`src/rtl/kbd_pkg.sv`:
```
// kbd_pkg: shared constants and FSM encoding for the PS/2 scan-code tracker.
//   - Protocol bytes: break prefix (F0), extended prefix (E0) and the
//     keyboard status bytes that carry no key information (AA, FA, EE).
//   - Default make codes for left/right Shift and CapsLock.
//   - Decoder state encoding kbd_state_e.
package kbd_pkg;

  localparam logic [7:0] SC_BRK  = 8'hF0;  // break (release) prefix
  localparam logic [7:0] SC_EXT  = 8'hE0;  // extended-key prefix
  localparam logic [7:0] SC_BAT  = 8'hAA;  // self-test passed
  localparam logic [7:0] SC_ACK  = 8'hFA;  // command acknowledge
  localparam logic [7:0] SC_ECHO = 8'hEE;  // echo response

  localparam logic [7:0] SC_LSHFT_DEF = 8'h12;
  localparam logic [7:0] SC_RSHFT_DEF = 8'h59;
  localparam logic [7:0] SC_CAPS_DEF  = 8'h58;
  localparam int         COUNT_W_DEF  = 8;

  typedef enum logic [1:0] {
    S_IDLE    = 2'd0,  // no prefix pending
    S_EXT     = 2'd1,  // E0 seen
    S_BRK     = 2'd2,  // F0 seen
    S_EXT_BRK = 2'd3   // E0 F0 seen
  } kbd_state_e;

  // Status bytes the keyboard sends outside of key sequences.
  function automatic logic is_status_byte(input logic [7:0] b);
    return (b == SC_BAT) || (b == SC_ACK) || (b == SC_ECHO);
  endfunction

endpackage

```
`src/rtl/kbd_byte_fetch.sv`:
```
// kbd_byte_fetch: pops one byte at a time from the PS/2 receiver FIFO.
// Ports:
//   clk_i, rst_i        clock, asynchronous active-high reset
//   ps2_ready_i         FIFO non-empty (ps2_data_i valid)
//   ps2_data_i[7:0]     byte at the FIFO head
//   ps2_nextdata_o      registered 1-cycle pop strobe to the FIFO
//   byte_vld_o          1 in the cycle the latched byte is to be decoded
//   byte_data_o[7:0]    latched byte
//
// Handshake: a byte is taken when ps2_ready_i=1 while ps2_nextdata_o=0. The
// byte is latched and ps2_nextdata_o is raised for exactly the next cycle,
// which pops the FIFO at the following edge. ready is ignored while the pop
// strobe is high, so the FIFO head is never sampled before it has advanced;
// this limits the fetch rate to one byte every two cycles.
module kbd_byte_fetch (
  input  logic       clk_i,
  input  logic       rst_i,
  input  logic       ps2_ready_i,
  input  logic [7:0] ps2_data_i,
  output logic       ps2_nextdata_o,
  output logic       byte_vld_o,
  output logic [7:0] byte_data_o
);

  logic       nextdata_q, nextdata_d;
  logic [7:0] data_q, data_d;

  always_comb begin
    nextdata_d = 1'b0;
    data_d     = data_q;
    if (ps2_ready_i && !nextdata_q) begin
      nextdata_d = 1'b1;
      data_d     = ps2_data_i;
    end
  end

  always_ff @(posedge clk_i or posedge rst_i) begin
    if (rst_i) begin
      nextdata_q <= 1'b0;
      data_q     <= 8'h00;
    end else begin
      nextdata_q <= nextdata_d;
      data_q     <= data_d;
    end
  end

  // The pop-strobe cycle is also the decode cycle of the latched byte.
  assign ps2_nextdata_o = nextdata_q;
  assign byte_vld_o     = nextdata_q;
  assign byte_data_o    = data_q;

endmodule

```
`src/rtl/kbd_scan_tracker.sv`:
```
// kbd_scan_tracker: decodes PS/2 set-2 scan-code sequences (make, F0 break,
// E0 extended) into current key, held state, Shift/CapsLock flags and a
// key-press counter.
// Ports:
//   clk, rst             clock, asynchronous active-high reset
//   ps2_ready, ps2_data  receiver FIFO non-empty / head byte
//   ps2_nextdata         1-cycle pop strobe to the FIFO
//   key_code[7:0]        last non-modifier make code
//   key_valid            key_code currently held
//   key_press            1-cycle pulse per counted make
//   extended             key_code was E0-prefixed
//   shift                either Shift held
//   capital              CapsLock toggle state
//   press_count          counted presses, wraps modulo 2**COUNT_W
// Build option: AUTOREPEAT_FILTER_EN suppresses key_press/count for a
//   typematic repeat (make of the held key_code, same extended flag).
module kbd_scan_tracker
  import kbd_pkg::*;
#(
  parameter int         COUNT_W  = COUNT_W_DEF,
  parameter logic [7:0] SC_LSHFT = SC_LSHFT_DEF,
  parameter logic [7:0] SC_RSHFT = SC_RSHFT_DEF,
  parameter logic [7:0] SC_CAPS  = SC_CAPS_DEF
) (
  input  logic               clk,
  input  logic               rst,
  input  logic               ps2_ready,
  input  logic [7:0]         ps2_data,
  output logic               ps2_nextdata,
  output logic [7:0]         key_code,
  output logic               key_valid,
  output logic               key_press,
  output logic               extended,
  output logic               shift,
  output logic               capital,
  output logic [COUNT_W-1:0] press_count
);

  logic       byte_vld;
  logic [7:0] byte_data;

  kbd_byte_fetch u_fetch (
    .clk_i          (clk),
    .rst_i          (rst),
    .ps2_ready_i    (ps2_ready),
    .ps2_data_i     (ps2_data),
    .ps2_nextdata_o (ps2_nextdata),
    .byte_vld_o     (byte_vld),
    .byte_data_o    (byte_data)
  );

  kbd_state_e         state_q, state_d;
  logic [7:0]         key_code_q, key_code_d;
  logic               key_valid_q, key_valid_d;
  logic               key_press_q, key_press_d;
  logic               extended_q, extended_d;
  logic               lshift_q, lshift_d;
  logic               rshift_q, rshift_d;
  logic               caps_held_q, caps_held_d;
  logic               capital_q, capital_d;
  logic [COUNT_W-1:0] count_q, count_d;

  logic do_make;   // terminal byte of a make sequence
  logic do_brk;    // terminal byte of a break sequence
  logic seq_ext;   // current sequence carried an E0 prefix
  logic count_en;  // this make is counted

  assign seq_ext = (state_q == S_EXT) || (state_q == S_EXT_BRK);

`ifdef AUTOREPEAT_FILTER_EN
  logic is_repeat;
  assign is_repeat = key_valid_q && (byte_data == key_code_q) && (extended_q == seq_ext);
  assign count_en  = !is_repeat;
`else
  assign count_en  = 1'b1;
`endif

  // Sequence decoder: prefixes move between states, the first non-prefix
  // byte terminates the sequence and returns to S_IDLE.
  always_comb begin
    state_d = state_q;
    do_make = 1'b0;
    do_brk  = 1'b0;
    if (byte_vld) begin
      unique case (state_q)
        S_IDLE: begin
          if (byte_data == SC_EXT)      state_d = S_EXT;
          else if (byte_data == SC_BRK) state_d = S_BRK;
          else if (!is_status_byte(byte_data)) do_make = 1'b1;
        end
        S_EXT: begin
          if (byte_data == SC_BRK) state_d = S_EXT_BRK;
          else if (byte_data != SC_EXT) begin
            do_make = 1'b1;
            state_d = S_IDLE;
          end
        end
        S_BRK, S_EXT_BRK: begin
          if ((byte_data != SC_EXT) && (byte_data != SC_BRK)) begin
            do_brk  = 1'b1;
            state_d = S_IDLE;
          end
        end
      endcase
    end
  end

  // Key and modifier bookkeeping driven by completed sequences.
  always_comb begin
    key_code_d  = key_code_q;
    key_valid_d = key_valid_q;
    key_press_d = 1'b0;
    extended_d  = extended_q;
    lshift_d    = lshift_q;
    rshift_d    = rshift_q;
    caps_held_d = caps_held_q;
    capital_d   = capital_q;
    count_d     = count_q;

    if (do_make) begin
      if (byte_data == SC_LSHFT) begin
        lshift_d = 1'b1;
      end else if (byte_data == SC_RSHFT) begin
        rshift_d = 1'b1;
      end else if (byte_data == SC_CAPS) begin
        // Only the first make of a hold toggles; typematic repeats do not.
        if (!caps_held_q) capital_d = !capital_q;
        caps_held_d = 1'b1;
      end else begin
        key_code_d  = byte_data;
        extended_d  = seq_ext;
        key_valid_d = 1'b1;
        if (count_en) begin
          key_press_d = 1'b1;
          count_d     = count_q + COUNT_W'(1);
        end
      end
    end

    if (do_brk) begin
      if (byte_data == SC_LSHFT) begin
        lshift_d = 1'b0;
      end else if (byte_data == SC_RSHFT) begin
        rshift_d = 1'b0;
      end else if (byte_data == SC_CAPS) begin
        caps_held_d = 1'b0;
      end else if ((byte_data == key_code_q) && (seq_ext == extended_q)) begin
        // Release of an earlier, rolled-over key leaves key_valid alone.
        key_valid_d = 1'b0;
      end
    end
  end

  always_ff @(posedge clk or posedge rst) begin
    if (rst) begin
      state_q     <= S_IDLE;
      key_code_q  <= 8'h00;
      key_valid_q <= 1'b0;
      key_press_q <= 1'b0;
      extended_q  <= 1'b0;
      lshift_q    <= 1'b0;
      rshift_q    <= 1'b0;
      caps_held_q <= 1'b0;
      capital_q   <= 1'b0;
      count_q     <= '0;
    end else begin
      state_q     <= state_d;
      key_code_q  <= key_code_d;
      key_valid_q <= key_valid_d;
      key_press_q <= key_press_d;
      extended_q  <= extended_d;
      lshift_q    <= lshift_d;
      rshift_q    <= rshift_d;
      caps_held_q <= caps_held_d;
      capital_q   <= capital_d;
      count_q     <= count_d;
    end
  end

  assign key_code    = key_code_q;
  assign key_valid   = key_valid_q;
  assign key_press   = key_press_q;
  assign extended    = extended_q;
  assign shift       = lshift_q | rshift_q;
  assign capital     = capital_q;
  assign press_count = count_q;

endmodule
```
`config.mk`:
```
export PLATFORM = sky130hd
export DESIGN_NAME = kbd_scan_tracker
export DESIGN_NICKNAME = d
export VERILOG_FILES = /design/src/rtl/kbd_pkg.sv /design/src/rtl/kbd_byte_fetch.sv /design/src/rtl/kbd_scan_tracker.sv
export SDC_FILE = /design/constraint.sdc
export NUM_CORES = 1
export LEC_CHECK = 0
export CAP_MARGIN = 20
export CORE_AREA = 2 2 61 63
export DETAILED_ROUTE_END_ITERATION = 12
export DIE_AREA = 0 0 63 65
export PLACE_DENSITY = 0.75
export SETUP_SLACK_MARGIN = 0.15
export SLEW_MARGIN = 40
export SYNTH_ARGS = -nofsm -noshare
export SYNTH_HDL_FRONTEND = slang
export SYNTH_SLANG_ARGS = --single-unit
```
`constraint.sdc`:
```
create_clock -name clk -period 2.3 [get_ports clk]
set_clock_uncertainty 0.05 [all_clocks]
set_input_delay 0.69 -clock clk [delete_from_list [all_inputs] [get_ports clk]]
set_output_delay 0.69 -clock clk [all_outputs]
set_load 0.005 [all_outputs]
```
-- Yosys cells after proc, flatten, opt, wreduce, memory -nomap -nowiden
Cells that the tools add are included.
- latch bits: 0
- bits in read-only memories: 0
- input bits: 11
- logic and storage cells: 97
- register bits after elaboration: 34
- RAM bits: 0
- memories: 0
- equal/unequal tests: 18
- reductions and logical operators: 13
- add/subtract/negate cells: 1
- shift-type cells: 0
- mux-type cells: 48
- divide/modulo/power cells: 0
- order comparisons: 0
- bitwise gates (word level): 5
- multiply operators: 0
- operator list (operator ; number):
    two-way mux 1 bit ; 41
    == test 8 bit (second input constant) ; 5
    == test 8 x 7 -> 1 bit (second input constant) ; 2
    inequality test 8 bit (second input constant) ; 2
    two-way mux 2 bit ; 5
    adder 8 x 1 -> 8 bit (second input constant) ; 1
    == test 8 x 5 -> 1 bit (second input constant) ; 1
    == test 8 bit ; 1
    AND reduction 4 bit ; 2
    case mux 2 bit (3 select lines) ; 1
    AND reduction 5 bit ; 1
    == test 2 bit (second input constant) ; 2
    NOT 1 bit ; 4
    logical AND 1 bit ; 3
    logical OR 1 bit ; 3
    inequality test 3 x 1 -> 1 bit (second input constant) ; 1
    inequality test 3 bit (second input constant) ; 1
    == test 2 x 1 -> 1 bit (second input constant) ; 1
    logical NOT 1 bit ; 2
    logical NOT 2 bit ; 1
    inequality test 2 bit (second input constant) ; 1
    case mux 1 bit (2 select lines) ; 1
    OR reduction 2 bit ; 1
    == test 1 bit ; 1
    bitwise OR 1 bit ; 1

-- Logic depth before layout (Yosys ltp)
- word-level depth: 14
- mapped depth: 7
- gate-level depth less buffers: 6

-- Hierarchy
A second synthesis with hierarchy kept.
- cells, all modules: 135
- area, all modules: 1662.8 µm²
- modules (own cells, without submodules) (module ; times used ; area an instance (µm²) ; cells each ; seq. area each (µm²)):
    kbd_scan_tracker ; 1 ; 1272.5 ; 114 ; 625.6
    kbd_byte_fetch ; 1 ; 390.4 ; 21 ; 225.2

-- Least setup slack after synthesis
No wires, ideal clock.
- path type: flip-flop to flip-flop
- start point: register u_fetch.data_q[3] (netlist: u_fetch.byte_data_o[3])
- end point: register key_code_q[0] (netlist: key_code[0])
- data required time: 2.125 ns
- data arrival time: 1.781 ns
- buffers on the path: 1
- cell stages (with the launch flop): 8
- setup time: 0.125 ns
- setup slack: 0.344 ns
- cell sequence: dfrtp_1 buf_2 or4b_1 o21ai_2 o2111ai_4 nand3_4 inv_6 mux2_4
- longest elaborated chain between the ends: 9
- elaborated cells between the ends (all ways): 22
- those cells by class: eq/ne: 9; mux: 7; bitwise: 3; reduce/logical: 3
- ends and longest elaborated chain (element ; line ; RTL):
    start: declaration ; kbd_byte_fetch.sv:26 ; logic [7:0] data_q, data_d;
    start signal: assignment ; kbd_byte_fetch.sv:43 ; data_q <= data_d;
    == test 8 bit ; kbd_pkg.sv:28 ; return (b == SC_BAT) || (b == SC_ACK) || (b == SC_ECHO);
    logical OR 1 bit (2 in series) ; kbd_pkg.sv:28 ;
    two-way mux 1 bit ; kbd_scan_tracker.sv:89 ; else if (!is_status_byte(byte_data)) do_make = 1'b1;
    two-way mux 1 bit ; kbd_scan_tracker.sv:88 ; else if (byte_data == SC_BRK) state_d = S_BRK;
    two-way mux 1 bit ; kbd_scan_tracker.sv:87 ; if (byte_data == SC_EXT) state_d = S_EXT;
    case mux 1 bit (2 select lines) ; kbd_scan_tracker.sv:85 ; unique case (state_q)
    two-way mux 1 bit ; kbd_scan_tracker.sv:84 ; if (byte_vld) begin
    AND reduction 4 bit (no line) * ; - ;
    end signal: assignment ; kbd_scan_tracker.sv:168 ; key_code_q <= key_code_d;
    end: declaration ; kbd_scan_tracker.sv:53 ; logic [7:0] key_code_q, key_code_d;
Every way passes the cells marked *; elsewhere a longest branch is shown, timed or not.
A chain may end at the register's enable or synchronous reset.

-- Final worst setup path
- start point: register count_q[2] (netlist: press_count[2])
- end point: output press_count[2]
- RTL lines (element ; line ; RTL):
    start: declaration ; kbd_scan_tracker.sv:61 ; logic [COUNT_W-1:0] count_q, count_d;
    start signal: assignment ; kbd_scan_tracker.sv:176 ; count_q <= count_d;
    end: declaration ; kbd_scan_tracker.sv:36 ; output logic [COUNT_W-1:0] press_count
No word-level cell between the ends.

==> out/qor.yml <==
synth_fp_nets: 142
fin_crit_ns: 2.04
coreArea_um2: 3500
grt_first_pass_wirelength_um: 5540
worst_path_max_delay_cell: "clkdlybuf4s50_1"
end_kind: "output port"
cp_max_fo: 5
muxShareOfSynthArea_pct: 14.4
start_util_pct: 46.7
critPathBufInv: 1
first_iter_violations: 30
detail_route.wl_per_cell_um: 14.7
power_mw: 1.91
hpwl_um: 2390
globalRouteMet2Util_pct: 31.3
hold_ws_ns: 0.428
dp_slack_ns: 0.186
power_leakage_nw: 0.854
row_count: 22
crit_family: "buffers and inverters"
max_stage_delay_ns: 0.53
hold_path.class: "register to register"
grt.busiest_layer: "met2"
cts_buffers: 5
ys_types: 38
synth-simple-area-share_pct: 15.3
gr-usage-met3_pct: 5.73
yosys.area.top_type: "dfrtp_1"
slew_headroom_pct: 64.8
criticalPathCategory: "register to output port"
ir_worst_vdd_mv: 0.402
die_h_um: 65
layout-drive-gt1-share_pct: 23.3
postLayoutCellArea_um2: 2100
synth_edf_count: 0
yosys.area.top_type_share_pct: 52.1
grt_start_max_net_pins: 35
fin_tns_setup_ns: 0
synth_warnings: 0
placed_area_um2: 2010
final_max_slew_viol_count: 0
ioPinCount: 33
antenna_found_initial: 0
dieWidth_um: 63
final_cell_mix: "31 x clkdlybuf4s50_1, 30 x dfrtp_1, 14 x xnor2_1"
start_kind: "register"
crit_chain: "clkdlybuf4s50_1"
fin_ws_ns: 0.256
synth_flop_cell: "dfrtp_1"
area_growth_pct: 28.7
diodes: 0
maxCapViolations: 0
gr-total-overflow: 0
cts_tree: "done"
wirelength_um: 3230
clockBufferDepth: 2
root_buffer: "clkbuf_4"
cts.sinks: 34
yosys.area_share.adder_pct: 0.766
cts.htree.levels: 2
rsz0062_at_grt: "false"
grt_usage_pct: 18.1
synthXorXnorAreaFrac_pct: 9.12
drtPass1Iterations: 4
ys_ff_latch: 34
fmax_mhz: 489
use_met1_pct: 20.7
synth_compound_area_share_pct: 5.98
ant_nets: 0
synth_area_um2: 1630
drc_errors: 0
hold_viol: 0
dieArea_um2: 4100
worstPathRequired_ns: 1.56
power_density_nw_per_um2: 907
syn_avg_cell_area_um2: 12.6
async_flop_share_pct: 100
place.gp.congestion: 0.827
ys_seq_area_share_pct: 52.1
via_per_inst: 5.25
status: "finished clean"
clk_pin_slew_worst_paths_ns: 0.10
worstMarginPinSlew_ns: 0.528
final-setup-viol-count: 0
synth_area_leaders: "dfrtp_1 52%, mux2_2 7.6%, xnor2_1 7.5%, mux2_4 5.5%, nand3_1 1.8%"
synthCells: 130
vias: 1154
cts_hold_buffers: 0
synth_top_family_by_area: "simple AND/OR/NAND/NOR gates"
finalCritPeriodShare_pct: 88.9
grt_pass1_vias: 1163
nNetsFinal: 183
io_buffers: 32
clk_latency_ns: 0.34
worstPathArrival_ns: 1.30
final_common_cell: "clkdlybuf4s50_1"
fill_cells: 325
state kept, by name (all words and copies together) (netlist names), named ones only:
name                 flops
caps_held_q              1
extended                 1
u_fetch.byte_vld_o       1
key_valid                1
press_count              8
key_code                 8
capital                  1
u_fetch.byte_data_o      8
rshift_q                 1
state_q                  2
key_press                1
stage by stage:
| step | instances | util, % |
|---|---|---|
| 2_1_floorplan | 130 | - |
| 3_3_place_gp | 209 | 57.6 |
| 3_5_place_dp | 209 | 57.6 |
| 4_1_cts | 218 | 59.5 |
| 5_1_grt | 220 | 60.1 |
| 6_report | 220 | 60.1 |
final timing paths:
| path | startpoint | end | slack (ns) | depth (start not counted) |
|---|---|---|---|---|
| setup / recovery | press_count[2] | press_count[2] | 0.26 | 1 |
| hold / removal | press_count[7] | press_count[7] | 0.43 | 1 |
| setup reg to reg | u_fetch.byte_data_o[1] | key_code[0] | 0.26 | 6 |
| hold reg to reg | press_count[7] | press_count[7] | 0.43 | 1 |
| max in group asynchronous | rst | u_fetch.byte_vld_o | 1.17 | 3 |
| min in group asynchronous | rst | key_press | 0.69 | 3 |
cell families after synthesis:
group / Yosys count
flops: 34
compound gates: 11
buf+inv: 7
fa+ha+maj: 1
mux: 19
simple gates: 41
xor+xnor: 17
metal layers:
layer | part of all wire [%] | vias up | wire [um]
met5 | 0 | - | 0
met4 | 2.1 | 0 | 67
met3 | 5.7 | 9 | 183
met2 | 51 | 41 | 1640
met1 | 41 | 561 | 1340
li1 | - | 543 | -
cell usage after synthesis, types with 2 or more instances:
| cell | count |
|---|---|
| nor2_1 | 8 |
| xor2_1 | 3 |
| inv_1 | 2 |
| o22a_1 | 2 |
| or4b_1 | 3 |
| nand3_1 | 6 |
| xnor2_1 | 14 |
| a31oi_1 | 2 |
| nor3_1 | 2 |
| nand4_1 | 4 |
| dfrtp_1 | 34 |
| nand2_1 | 4 |
| nand3b_1 | 3 |
| nor2b_1 | 2 |
| buf_2 | 2 |
| mux2_4 | 6 |
| a21oi_1 | 2 |
| mux2_2 | 11 |
power breakdown:
part / leakage, nW / total, mW / internal [mW] / switching [mW]
registers: 0.414 / 0.921 / 0.745 / 0.176
logic: 0.405 / 0.642 / 0.433 / 0.208
clock network: 0.0353 / 0.343 / 0.148 / 0.195
total: 0.854 / 1.91 / 1.33 / 0.579
area by class of cell:
cell class	count	area, um2	share of cell area (%)
sequential	34	856	40.7
multi-input combinational	89	744	35.4
timing repair buffer	38	364	17.3
tap	48	60.1	2.86
clock buffer	7	55.1	2.62
inverter	3	16.3	0.774
clock inverter	1	5.00	0.238
repair_timing:
item                       in CTS  in global routing
cloned                          0                  0
pin swaps                       0                  1
setup buffers                   1                  2
setup endpoints to repair       1                 11
resized for setup               1                  4
No activity file was read; power rests on OpenSTA's default activity.
